File: config.mk
export PLATFORM = sky130hd
export DESIGN_NAME = pipeline_hazard_ctrl
export DESIGN_NICKNAME = d
export VERILOG_FILES = /design/src/rtl/pipeline_hazard_ctrl.sv
export SDC_FILE = /design/constraint.sdc
export NUM_CORES = 1
export LEC_CHECK = 0
export ABC_CLOCK_PERIOD_IN_PS = 5150
export CAP_MARGIN = 20
export CORE_UTILIZATION = 30
export CTS_CLUSTER_DIAMETER = 80
export CTS_CLUSTER_SIZE = 28
export DETAILED_ROUTE_END_ITERATION = 7
export PLACE_DENSITY_LB_ADDON = 0.08
export RECOVER_POWER = 100
export SYNTH_ARGS = -nofsm -noshare
export SYNTH_HDL_FRONTEND = slang
export SYNTH_SLANG_ARGS = --single-unit
File: constraint.sdc
create_clock -name clk -period 5.15 [get_ports clk]
set_input_delay 1.545 -clock clk [delete_from_list [all_inputs] [get_ports clk]]
set_output_delay 1.545 -clock clk [all_outputs]
set_load 0.02 [all_outputs]
File: src/rtl/pipeline_hazard_ctrl.sv
// Decode-to-execute issue control: load-use stall, forwarding selects, branch hold/flush, stall counter.
// id_ready/flush are combinational; ex_valid and fwd selects register one edge after issue.
module pipeline_hazard_ctrl #(
  parameter int ADDR_W = 5,
  parameter int CNT_W  = 16
) (
  input  logic              clk,
  input  logic              rst,
  input  logic              id_valid,
  output logic              id_ready,
  input  logic [ADDR_W-1:0] id_rs1,
  input  logic [ADDR_W-1:0] id_rs2,
  input  logic              id_rs2_en,
  input  logic [ADDR_W-1:0] id_rd,
  input  logic              id_reg_write_en,
  input  logic              id_mem_read_en,
  input  logic              id_branch_en,
  input  logic              br_resolved,
  input  logic              br_taken,
  output logic              ex_valid,
  output logic [1:0]        fwd_a_sel,
  output logic [1:0]        fwd_b_sel,
  output logic              flush,
  output logic [CNT_W-1:0]  stall_count
);

  typedef enum logic [1:0] {RUN, BR_WAIT, FLUSH} state_t;

  state_t r_state;
  state_t w_state_nxt;

  logic              r_ex_vld;
  logic              r_ex_wr;
  logic              r_ex_ld;
  logic [ADDR_W-1:0] r_ex_rd;
  logic              r_mem_vld;
  logic              r_mem_wr;
  logic              r_mem_ld;
  logic [ADDR_W-1:0] r_mem_rd;

  logic              r_ex_valid;
  logic [1:0]        r_fwd_a;
  logic [1:0]        r_fwd_b;
  logic [CNT_W-1:0]  r_stall_cnt;

  logic              w_ex_src;
  logic              w_mem_src;
  logic              w_ex_a;
  logic              w_ex_b;
  logic              w_mem_a;
  logic              w_mem_b;
  logic              w_load_use;
  logic              w_issue;
  logic [1:0]        w_fwd_a;
  logic [1:0]        w_fwd_b;

  // Only a valid, register-writing entry with a non-zero rd can create a hazard.
  assign w_ex_src  = r_ex_vld & r_ex_wr & (r_ex_rd != '0);
  assign w_mem_src = r_mem_vld & r_mem_wr & (r_mem_rd != '0);

  assign w_ex_a  = w_ex_src & (r_ex_rd == id_rs1);
  assign w_ex_b  = w_ex_src & id_rs2_en & (r_ex_rd == id_rs2);
  assign w_mem_a = w_mem_src & (r_mem_rd == id_rs1);
  assign w_mem_b = w_mem_src & id_rs2_en & (r_mem_rd == id_rs2);

  assign w_load_use = r_ex_ld & (w_ex_a | w_ex_b);
  assign id_ready   = (r_state == RUN) & ~w_load_use;
  assign w_issue    = id_valid & id_ready;
  assign flush      = (r_state == BR_WAIT) & br_resolved & br_taken;

  // An issuing instruction never matches a load in EX, so an EX match here is always an ALU result.
  assign w_fwd_a = w_ex_a ? 2'b01 : (w_mem_a ? 2'b10 : 2'b00);
  assign w_fwd_b = w_ex_b ? 2'b01 : (w_mem_b ? 2'b10 : 2'b00);

  always_comb begin
    w_state_nxt = r_state;
    case (r_state)
      RUN:     if (w_issue && id_branch_en) w_state_nxt = BR_WAIT;
      BR_WAIT: if (br_resolved) w_state_nxt = br_taken ? FLUSH : RUN;
      FLUSH:   w_state_nxt = RUN;
      default: w_state_nxt = RUN;
    endcase
  end

  always_ff @(posedge clk or posedge rst) begin
    if (rst) begin
      r_state <= RUN;
    end else begin
      r_state <= w_state_nxt;
    end
  end

  always_ff @(posedge clk or posedge rst) begin
    if (rst) begin
      r_ex_vld  <= 1'b0;
      r_ex_wr   <= 1'b0;
      r_ex_ld   <= 1'b0;
      r_ex_rd   <= '0;
      r_mem_vld <= 1'b0;
      r_mem_wr  <= 1'b0;
      r_mem_ld  <= 1'b0;
      r_mem_rd  <= '0;
    end else begin
      r_mem_vld <= r_ex_vld;
      r_mem_wr  <= r_ex_wr;
      r_mem_ld  <= r_ex_ld;
      r_mem_rd  <= r_ex_rd;
      r_ex_vld  <= w_issue;
      r_ex_wr   <= w_issue & id_reg_write_en;
      r_ex_ld   <= w_issue & id_mem_read_en;
      r_ex_rd   <= w_issue ? id_rd : '0;
    end
  end

  always_ff @(posedge clk or posedge rst) begin
    if (rst) begin
      r_ex_valid  <= 1'b0;
      r_fwd_a     <= 2'b00;
      r_fwd_b     <= 2'b00;
      r_stall_cnt <= '0;
    end else begin
      r_ex_valid <= w_issue;
      r_fwd_a    <= w_issue ? w_fwd_a : 2'b00;
      r_fwd_b    <= w_issue ? w_fwd_b : 2'b00;
      if (id_valid && !id_ready && (r_stall_cnt != '1)) begin
        r_stall_cnt <= r_stall_cnt + 1'b1;
      end
    end
  end

  assign ex_valid    = r_ex_valid;
  assign fwd_a_sel   = r_fwd_a;
  assign fwd_b_sel   = r_fwd_b;
  assign stall_count = r_stall_cnt;

endmodule

# --- Word-level counts from Yosys, hierarchy flattened ---
# Index checks and enable logic that the tools add are counted.
totals:
  output_inout_bits: 23
  elab_cells: 58
  regBits: 37
  inputBits: 24
op_classes:
  bitwise_logic: 19
  n_mux: 11
  add_sub_neg: 1
  reduce_logical: 8
  eq_ne: 8
op_table:
  columns: ["operator", "count"]
  rows:
  - ["$eq A5 B5 Y1", 4]
  - ["$mux W2", 9]
  - ["$and A1 B1 Y1", 17]
  - ["$add A16 B1 Y16 const B", 1]
  - ["$ne A16 B16 Y1 const B", 1]
  - ["$reduce_bool A5 Y1", 2]
  - ["$mux W5", 1]
  - ["$pmux W2 S2", 1]
  - ["$logic_and A1 B1 Y1", 3]
  - ["$eq A2 B1 Y1 const B", 1]
  - ["$logic_not A2 Y1", 1]
  - ["$ne A2 B1 Y1 const B", 1]
  - ["$ne A2 B2 Y1 const B", 1]
  - ["$reduce_and A2 Y1", 1]
  - ["$logic_not A1 Y1", 1]
  - ["$not A1 Y1", 1]
  - ["$or A1 B1 Y1", 1]

# --- Depth between registers and ports, before layout ---
# Gate-level depths: netlist of the first run.
logic_depth:
  word_depth: 12
  mapped_depth: 8
  ltp_nobuf: 7

# --- Worst setup path after synthesis of the first run ---
# Ideal clock, no wire load.
synth_timing:
  path_type: "input to output"
  start: "input id_rs2[0]"
  end: "output id_ready"
  stages: 5
  slack_ns: 1.147
  arrival_ns: 2.458
  t_required_ns: 3.605
  n_path_buf: 0
  path_cell_list: "xor2_1 > nor4_1 > nand3_1 > a21oi_2 > nor3_1"
synth_via:
  elab_chain_cells: 6
synth_lines:
  columns: ["item", "line_no", "text"]
  rows:
  - ["start, declared", "12", "input logic [ADDR_W-1:0] id_rs2,"]
  - ["$eq A5 B5 Y1", "62", "assign w_ex_b = w_ex_src & id_rs2_en & (r_ex_rd == id_rs2);"]
  - ["$and A1 B1 Y1", "62", null]
  - ["$or A1 B1 Y1", "66", "assign w_load_use = r_ex_ld & (w_ex_a | w_ex_b);"]
  - ["$and A1 B1 Y1", "66", null]
  - ["$not A1 Y1", "67", "assign id_ready = (r_state == RUN) & ~w_load_use;"]
  - ["$and A1 B1 Y1", "67", null]
  - ["end, declared", "10", "output logic id_ready,"]
# Every way passes these cells.

# --- Final worst setup path of the first run ---
# Ends and elaborated chain as after synthesis.

==> results of run 1 <==
area by class of cell:
type / instances / share of cell area [%]
inverters: 3 / 0.481
well taps: 70 / 3.74
multi-input cells: 105 / 30.4
clock inverters: 3 / 2.78
repair buffers: 48 / 20.1
clock buffers: 5 / 2.94
flip-flops and latches: 37 / 39.6
worst max path at each step:
stage / slack [ps] / start / cells past startpoint / to
after CTS: 180 / id_rs2[0] / 7 / id_ready
after global placement: 150 / id_rs2[0] / 7 / id_ready
after detailed placement: 180 / id_rs2[0] / 7 / id_ready
final: 200 / id_rs2[0] / 7 / id_ready
after global routing: 90 / id_rs2[3] / 7 / id_ready
after floorplan: 1150 / id_rs2[0] / 5 / id_ready
routing by layer:
metal	up-vias	global-route usage (%)
met3	6	4.64
met2	33	21.2
li1	609	-
met1	578	18.2
met4	0	4.62
met5	-	0
stage by stage:
step,std cells,util (%)
after global placement,263,42.3
after floorplan,147,-
after global routing,271,44.4
final,271,44.4
after detailed placement,263,42.3
after CTS,271,44.9
cell usage after synthesis:
library cell,n
nor4_1,5
nand3_1,11
dfrtp_1,37
nor4b_2,1
nor2b_1,2
o31a_1,1
and3_1,3
a21oi_2,1
o21ai_0,1
and2_1,9
nor2_1,6
nand4_1,2
ha_1,1
nor3_1,12
or4_1,1
buf_6,1
o31ai_4,1
inv_1,3
mux2_4,1
or3_1,1
xnor2_1,8
nand2_1,8
nand2b_1,1
o311a_1,1
xor2_1,27
buf_2,1
o2111ai_1,1
power by group:
| part | internal, mW | total [mW] | switching [mW] |
|---|---|---|---|
| sequential | 0.320 | 0.357 | 0.0369 |
| combinational | 0.0816 | 0.163 | 0.0818 |
| clock | 0.192 | 0.296 | 0.104 |
state kept, by name (all words and copies together), names as in the netlist:
register and flops:
ex_valid 1, fwd_a_sel 2, fwd_b_sel 2, r_ex_ld 1
r_ex_rd 5, r_ex_wr 1, r_mem_rd 5, r_mem_vld 1
r_mem_wr 1, r_state 2, stall_count 16
kinds of logic after synthesis:
family                     count (synthesis)  share of synthesized area, %
and+or+nand+nor                           62                          19.8
muxes                                      1                         0.891
xor gates and xnor gates                  35                          18.2
adders and majority gates                  1                         0.743
DFF                                       37                          55.0
AOI/OAI and AO/OA                          6                          3.71
buffers and inverters                      5                          1.63
worst register-to-register path, delay by kind of cell (launching register included):
kind                      cells  cell delay, ps
AOI/OAI and AO/OA             3            1850
xor gates and xnor gates      1             230
buffers and inverters         1             140
DFF                           1             440
and+or+nand+nor               3             630
==> results.sh, run 1 <==
export IMPL_post_cts_setup_buffers=0
export IMPL_cp_num_buf_inv=2
export IMPL_drive_above_1_share_pct=5.47
export IMPL_overflow=0
export IMPL_fin_ws_ps=204
export IMPL_cts_root_buf="clkbuf_8"
export IMPL_portBuffers=46
export IMPL_hold_viol_final=0
export IMPL_avgSynthCellArea_um2=11.5
export IMPL_seq_area_um2=926
export IMPL_max_freq_ghz=0.202
export IMPL_hp_start="r_ex_wr"
export IMPL_netlist_instances=147
export IMPL_synth_area_um2=1680
export IMPL_htree_levels=2
export IMPL_reg2reg_from="r_ex_rd[0]"
export IMPL_cp_required_ps=3610
export IMPL_ys_seq_area_share_pct=55.0
export IMPL_synth_top_area_cell="dfrtp_1"
export IMPL_min_delay_path_class="reg2reg"
export IMPL_power_uw=817
export IMPL_ys_top_cells_by_area="dfrtp_1 (55%), xor2_1 (14%), xnor2_1 (4.2%)"
export IMPL_vias=1226
export IMPL_ff2ff_setup_slack_ps=1740
export IMPL_synth_cell_types=27
export IMPL_layout_commonest_cell="dfrtp_1"
export IMPL_drt_total_wl_um=3660
export IMPL_start_util_pct=32.0
export IMPL_rows=26
export IMPL_pin_count=47
export IMPL_layout_nets=225
export IMPL_cts_sinks=37
export IMPL_syn_to_final_growth_pct=39.0
export IMPL_cts_buffers=5
export IMPL_clock_path_buffers=2
export IMPL_slowest_stage="clkdlybuf4s50_1"
export IMPL_maxSlewHeadroom_pct=-30.5
export IMPL_final_max_slew_viol_count=68
export IMPL_critPathMaxStageDelay_ps=540
export IMPL_critical_path_class="in2out"
export IMPL_diodes=0
export IMPL_worstMarginPinSlew_ps=1960
export IMPL_fin_area_um2=2340
export IMPL_synth_top_cell_area_share_pct=55.0
export IMPL_cts_tree="done"
export IMPL_ant_nets=0
export IMPL_worstPathMaxFanout=2
export IMPL_hold_buffers=0
export IMPL_ys_ff_latch=37
export IMPL_crit_arrival_ps=3400
export IMPL_finClkSkew_ps=4.04
export IMPL_top_layer="met4"
export IMPL_power_leakage_nw=1.12
export IMPL_layout_common_cells="dfrtp_1 (37), xor2_1 (27), dlygate4sd3_1 (24)"
export IMPL_drtIter0Drc=55
export IMPL_rsz0062_at_grt="false"
export IMPL_wl_met2_um=1690
export IMPL_die_w_um=76.9
export IMPL_critPathLaunchType="primary input"
export IMPL_grt_total_usage_pct=13.8
export IMPL_critPathTopFamily="buffers and inverters"
export IMPL_drc=0
export IMPL_period_minus_slack_ps=4950
export IMPL_cts_resized=0
export IMPL_r2r_cells=8
export IMPL_timing_hold_ws_ps=394
export IMPL_drv_cap=3
export IMPL_fp_dieH_um=76.9
export IMPL_dieArea_um2=5920
export IMPL_holdPathStages=0
export IMPL_cp_cell_sequence="clkdlybuf4s50_1, xor2_1, nor4_1, nand3_1, a21oi_2, nor3_1, clkdlybuf4s50_1"
export IMPL_viasPerCell=4.52
export IMPL_drt_pass1_iterations=4
export IMPL_r2r_end="stall_count[14]"
export IMPL_power_density_nw_per_um2=349
export IMPL_cp_end_kind="output pin"
export IMPL_yosysWarnings=0
export IMPL_cp_common_cell="clkdlybuf4s50_1"
export IMPL_coreArea_um2=5270
export IMPL_place_area_um2=2230
export IMPL_routabilityCongestion=0.873
export IMPL_dr_wl_met3_um=199
export IMPL_multi_input_area_um2=711
export IMPL_wl_met1_um=1720
export IMPL_syn_nets=172
export IMPL_antenna_found_initial=0
export IMPL_fin_crit_sh_pct=96.0
export IMPL_cts_reportedPaths_clkPinSlew_ps=70
export IMPL_clk_insertion_delay_late_ps=290
export IMPL_grt_pass1_wl_um=6270
export IMPL_routedWlPerCell_um=13.5
export IMPL_violations="capacitance limit, slew limit"
export IMPL_hpwl_um=2720
export IMPL_min_to="r_mem_wr"
export IMPL_finalSetupTns_ps=0
export IMPL_grt_max_degree=38
export IMPL_n_fill_cell=517
export IMPL_setup_viol=0
export IMPL_status="complete, but fails checks"
export IMPL_place_ws_ps=185
export IMPL_ir_worst_vdd_v=0.000143
export IMPL_grt_pass1_vias=1250
(Power assumes the default switching activity.)
==> inputs of run 2 (changes only) <==
--- a/config.mk
+++ b/config.mk
@@ -5,9 +5,10 @@
 export SDC_FILE = /design/constraint.sdc
 export NUM_CORES = 1
 export LEC_CHECK = 0
+export ABC_AREA = 1
 export ABC_CLOCK_PERIOD_IN_PS = 5150
 export CAP_MARGIN = 20
-export CORE_UTILIZATION = 30
+export CORE_UTILIZATION = 54
 export CTS_CLUSTER_DIAMETER = 80
 export CTS_CLUSTER_SIZE = 28
 export DETAILED_ROUTE_END_ITERATION = 7
==> results.sh, run 2 <==
export IMPL_fin_ws_ps=266
export IMPL_fp_dieH_um=64.2
export IMPL_worstMarginPinSlew_ps=857
export IMPL_routedWlPerCell_um=12.2
export IMPL_final_max_slew_viol_count=0
export IMPL_pin_count=47
export IMPL_portBuffers=46
export IMPL_ir_worst_vdd_v=0.000174
export IMPL_rsz0062_at_grt="false"
export IMPL_drt_pass1_iterations=4
export IMPL_syn_to_final_growth_pct=26.4
export IMPL_place_ws_ps=288
export IMPL_start_util_pct=56.6
export IMPL_r2r_end="stall_count[6]"
export IMPL_pwr_share_comb_pct=21.0
export IMPL_grt_max_degree=24
export IMPL_period_minus_slack_ps=4880
export IMPL_finalSetupTns_ps=0
export IMPL_switching_share_pct=30.4
export IMPL_holdPathStages=0
export IMPL_hold_viol_final=0
export IMPL_reg2reg_from="r_ex_rd[2]"
export IMPL_ys_ff_latch=37
export IMPL_power_density_nw_per_um2=287
export IMPL_grt_use_met1_pct=35.8
export IMPL_layout_common_cells="nand2_1 (70), inv_1 (40), dfrtp_1 (37)"
export IMPL_maxSlewHeadroom_pct=42.8
export IMPL_clock_path_buffers=2
export IMPL_cts_buffers=5
export IMPL_r2r_cells=12
export IMPL_grt_pass1_vias=1701
export IMPL_cts_resized=0
export IMPL_synth_edf_count=0
export IMPL_power_uw=757
export IMPL_max_freq_ghz=0.205
export IMPL_syn_nets=289
export IMPL_power_frac_seq_pct=45.5
export IMPL_ff2ff_setup_slack_ps=2280
export IMPL_layout_commonest_cell="nand2_1"
export IMPL_setup_viol=0
export IMPL_htree_levels=2
export IMPL_ys_seq_area_share_pct=44.3
export IMPL_die_w_um=64.2
export IMPL_ant_nets=0
export IMPL_clk_insertion_delay_late_ps=290
export IMPL_status="completed"
export IMPL_power_share_clock_pct=33.4
export IMPL_cp_required_ps=3610
export IMPL_drive_above_1_share_pct=3.85
export IMPL_min_to="r_mem_wr"
export IMPL_cts_root_buf="clkbuf_8"
export IMPL_critical_path_class="in2out"
export IMPL_avgSynthCellArea_um2=7.91
export IMPL_critPathLaunchType="primary input"
export IMPL_diodes=0
export IMPL_synth_top_area_cell="dfrtp_1"
export IMPL_yosysWarnings=0
export IMPL_hp_start="r_ex_wr"
export IMPL_ys_top_cells_by_area="dfrtp_1 (44%), nand2_1 (12%), inv_1 (7.0%)"
export IMPL_drc=0
export IMPL_vias=1796
export IMPL_dieArea_um2=4120
export IMPL_rows=22
export IMPL_hpwl_um=3230
export IMPL_post_cts_setup_buffers=0
export IMPL_cts_sinks=37
export IMPL_layout_cells_non_filler=360
export IMPL_synth_cell_types=28
export IMPL_async_flop_share_pct=100
export IMPL_coreArea_um2=3690
export IMPL_dp_cells=352
export IMPL_routabilityCongestion=0.876
export IMPL_grt_total_usage_pct=24.3
export IMPL_layout_nets=336
export IMPL_p_int_uw=527
export IMPL_fin_crit_sh_pct=94.8
export IMPL_hold_buffers=0
export IMPL_drtIter0Drc=120
export IMPL_use_met3_pct=4.29
export IMPL_cts_reportedPaths_clkPinSlew_ps=70
export IMPL_min_delay_path_class="reg2reg"
export IMPL_top_usage_layer="met2"
export IMPL_netlist_instances=264
export IMPL_largest_reg_flops=16
export IMPL_synth_top_cell_area_share_pct=44.3
export IMPL_grt_pass1_wl_um=7780
export IMPL_drv_cap=0
export IMPL_cp_end_kind="output pin"
export IMPL_ys_flop_type="dfrtp_1"
export IMPL_use_met2_pct=37.5
export IMPL_cts_tree="done"
export IMPL_synth_most_common_cell="nand2_1"
export IMPL_drt_total_wl_um=4410
export IMPL_finClkSkew_ps=4.76
export IMPL_crit_arrival_ps=3340
export IMPL_worstPathMaxFanout=3
export IMPL_switchingPower_uw=230
export IMPL_power_leakage_nw=1.34
export IMPL_ys_top_cells_by_count="nand2_1 (69), inv_1 (39), dfrtp_1 (37)"
export IMPL_viasPerCell=4.99
export IMPL_overflow=0
export IMPL_antenna_found_initial=0
export IMPL_synth_area_um2=2090
export IMPL_postLayoutCoreUtil_pct=71.6
-- run 2: changes by cell type after synthesis, moves of 3 or more --
| cell | before | now |
|---|---|---|
| nor3_1 | 12 | 5 |
| and2_1 | 9 | 0 |
| inv_1 | 3 | 39 |
| xnor2_1 | 8 | 5 |
| and3_1 | 3 | 0 |
| xor2_1 | 27 | 16 |
| nor2_1 | 6 | 28 |
| nand3_1 | 11 | 17 |
| nand4_1 | 2 | 20 |
| nand2_1 | 8 | 69 |
-- run 2: worst max-delay path, stage by stage --
cell and delay [ps]:
clkdlybuf4s50_1 510, inv_1 50, nand2_1 50, nand2_1 50, nor3_1 160, nand3_1 150, nand2_1 100, nand2_1 50
nand2_1 90, inv_1 50, clkdlybuf4s50_1 530
-- run 2: through the flow --
step / hold WS [ps] / instance area, um2
final: 387 / 2640
after CTS: 388 / 2670
after floorplan: 354 / 2090
after global placement: 358 / 2550
after detailed placement: 370 / 2550
after global routing: 401 / 2640
-- run 2: worst max-delay path by stage --
stage / startpoint / to / slack (ps) / cells past startpoint
after global routing: id_rs2[2] / id_ready / 110 / 11
after global placement: id_rs2[2] / id_ready / 340 / 11
final: id_rs2[2] / id_ready / 270 / 11
after CTS: id_rs2[2] / id_ready / 270 / 11
after detailed placement: id_rs2[2] / id_ready / 290 / 11
after floorplan: id_rs2[1] / id_ready / 1070 / 10
-- run 2: logic make-up (layout without fill, tap and decap cells) --
family | after synthesis | after routing | synth area share [%]
simple gates | 152 | 152 | 34.3
buf+inv | 48 | 96 | 10.5
flops | 37 | 37 | 44.3
xor+xnor | 21 | 21 | 8.81
compound gates | 5 | 5 | 1.50
fa+ha+maj | 1 | 1 | 0.599
-- run 2: power groups by stage --
stage / Combinational [mW] / Sequential, mW / Clock, mW
after global placement: 0.167 / 0.350 / 0
after CTS: 0.171 / 0.345 / 0.259
final: 0.159 / 0.345 / 0.253
after detailed placement: 0.170 / 0.351 / 0
after global routing: 0.179 / 0.350 / 0.270
after floorplan: 0.0897 / 0.362 / 0
-- run 2: routing by layer --
metal	part of all wire, %	up-vias
li1	-	934
met1	51	808
met2	44	50
met3	4.8	4
met4	0.66	0
met5	0	-
-- run 2: area by class of cell --
class                           count  area (um2)
Timing Repair Buffer               48         468
Clock buffer                        5        68.8
Clock inverter                      3        46.3
Fill cell                         329        1050
Tap cell                           48        60.1
Multi-Input combinational cell    179         921
Inverter                           40         150
Sequential cell                    37         926
==> inputs of run 3 (changes only) <==
--- a/config.mk
+++ b/config.mk
@@ -8,6 +8,7 @@
 export ABC_AREA = 1
 export ABC_CLOCK_PERIOD_IN_PS = 5150
 export CAP_MARGIN = 20
+export CORE_ASPECT_RATIO = 1.25
 export CORE_UTILIZATION = 54
 export CTS_CLUSTER_DIAMETER = 80
 export CTS_CLUSTER_SIZE = 28
==> results.sh, run 3 (synthesized netlist as in run 2, its figures left out) <==
export IMPL_rsz0062_at_grt="false"
export IMPL_clock_path_buffers=2
export IMPL_maxSlewHeadroom_pct=34.8
export IMPL_grt_max_degree=20
export IMPL_clk_insertion_delay_late_ps=290
export IMPL_coreArea_um2=3600
export IMPL_cp_required_ps=3610
export IMPL_ant_nets=0
export IMPL_crit_arrival_ps=3370
export IMPL_violations="DRC"
export IMPL_pin_count=47
export IMPL_fin_crit_sh_pct=95.5
export IMPL_drt_pass1_iterations=6
export IMPL_drt_total_wl_um=4540
export IMPL_critPathLaunchType="primary input"
export IMPL_fin_area_um2=2650
export IMPL_antenna_found_initial=0
export IMPL_hpwl_um=3370
export IMPL_drv_cap=0
export IMPL_place_area_um2=2570
export IMPL_diodes=0
export IMPL_vias=1857
export IMPL_postLayoutCoreUtil_pct=73.5
export IMPL_cts_sinks=37
export IMPL_cts_buffers=5
export IMPL_cp_cell_sequence="dlygate4sd3_1, inv_1, nand2_1, nand2_1, nor3_1, nand3_1, nand2_1, nand2_1, nand2_2, inv_1, clkdlybuf4s50_1"
export IMPL_routabilityCongestion=0.924
export IMPL_cp_end_kind="output pin"
export IMPL_finClkSkew_ps=5.39
export IMPL_status="complete, but fails checks"
export IMPL_cts_root_buf="clkbuf_8"
export IMPL_cts_reportedPaths_clkPinSlew_ps=70
export IMPL_layout_common_cells="nand2_1 (69), inv_1 (40), dfrtp_1 (37)"
export IMPL_die_w_um=57.6
export IMPL_grt_pass1_wl_um=7580
export IMPL_dieArea_um2=4120
export IMPL_grt_total_usage_pct=24.2
export IMPL_routedWlPerCell_um=12.9
export IMPL_cts_tree="done"
export IMPL_cp_common_cell="nand2_1"
export IMPL_worstMarginPinSlew_ps=978
export IMPL_overflow=0
export IMPL_finalSetupTns_ps=0
export IMPL_max_freq_ghz=0.203
export IMPL_final_max_slew_viol_count=0
export IMPL_power_density_nw_per_um2=291
export IMPL_post_cts_setup_buffers=0
export IMPL_rows=24
export IMPL_power_leakage_nw=1.35
export IMPL_hold_buffers=0
export IMPL_ir_worst_vdd_v=0.000194
export IMPL_portBuffers=46
export IMPL_start_util_pct=58.0
export IMPL_fp_dieH_um=71.5
export IMPL_setup_viol=0
export IMPL_drtIter0Drc=103
export IMPL_worstPathMaxFanout=3
export IMPL_viasPerCell=5.28
export IMPL_cp_num_buf_inv=4
export IMPL_drc=4
export IMPL_period_minus_slack_ps=4920
export IMPL_syn_to_final_growth_pct=26.8
export IMPL_critPathMaxStageDelay_ps=590
export IMPL_grt_pass1_vias=1819
export IMPL_layout_commonest_cell="nand2_1"
export IMPL_cts_resized=0
export IMPL_layout_nets=337
export IMPL_critPathTopFamily="buffers and inverters"
export IMPL_hold_viol_final=0
export IMPL_largest_reg_flops=16
export IMPL_htree_levels=2
export IMPL_drive_above_1_share_pct=4.47
export IMPL_critical_path_class="in2out"
export IMPL_slowest_stage="dlygate4sd3_1"
export IMPL_min_delay_path_class="reg2reg"
## run 3: cell count changes in the layout (fill, tap and decap cells not counted), sizes merged
cell	previous run	this run
clkbuf	7	9
clkdlybuf4s50	22	21
clkinv	1	0
dlygate4sd3	24	25
## run 3: path summary, 6_finish.rpt
kind	cells after the start	endpoint	start	slack, ps
max in group asynchronous	4	r_mem_rd[2]	rst	1980
setup reg to reg	12	stall_count[0]	r_ex_rd[3]	2220
hold reg to reg	0	r_mem_wr	r_ex_wr	380
min in group asynchronous	2	stall_count[13]	rst	1690
setup / recovery	11	id_ready	id_rs2[2]	230
hold / removal	0	r_mem_wr	r_ex_wr	380
## run 3: layer usage
layer | up-vias | global-route usage, % | wire [um]
met3 | 11 | 4.33 | 165
met2 | 49 | 45.3 | 2440
met1 | 868 | 26.0 | 1810
met4 | 0 | 10.8 | 121
met5 | - | 0 | 0
li1 | 929 | - | -
## run 3: stage by stage
stage / total power [mW] / setup slack [ps] / hold WS, ps / instances
floorplan: 0.452 / 1070 / 354 / 264
global placement: 0.519 / 354 / 361 / 343
detailed placement: 0.524 / 316 / 370 / 344
CTS: 0.788 / 300 / 386 / 352
global route: 0.804 / 98.0 / 406 / 352
finish: 0.770 / 232 / 382 / 352
## run 3: cell type report
class	instances	area (um2)
fill	288	956
clock buffer	6	82.6
timing repair buffer	49	472
multi-input combinational	179	931
tap	39	48.8
inverter	40	150
sequential	37	926
clock inverter	2	37.5
## run 3: where the power goes
group / switching, mW / internal [mW] / total, mW
Sequential: 0.0315 / 0.314 / 0.346
Clock: 0.105 / 0.157 / 0.263
Combinational: 0.0923 / 0.0692 / 0.162
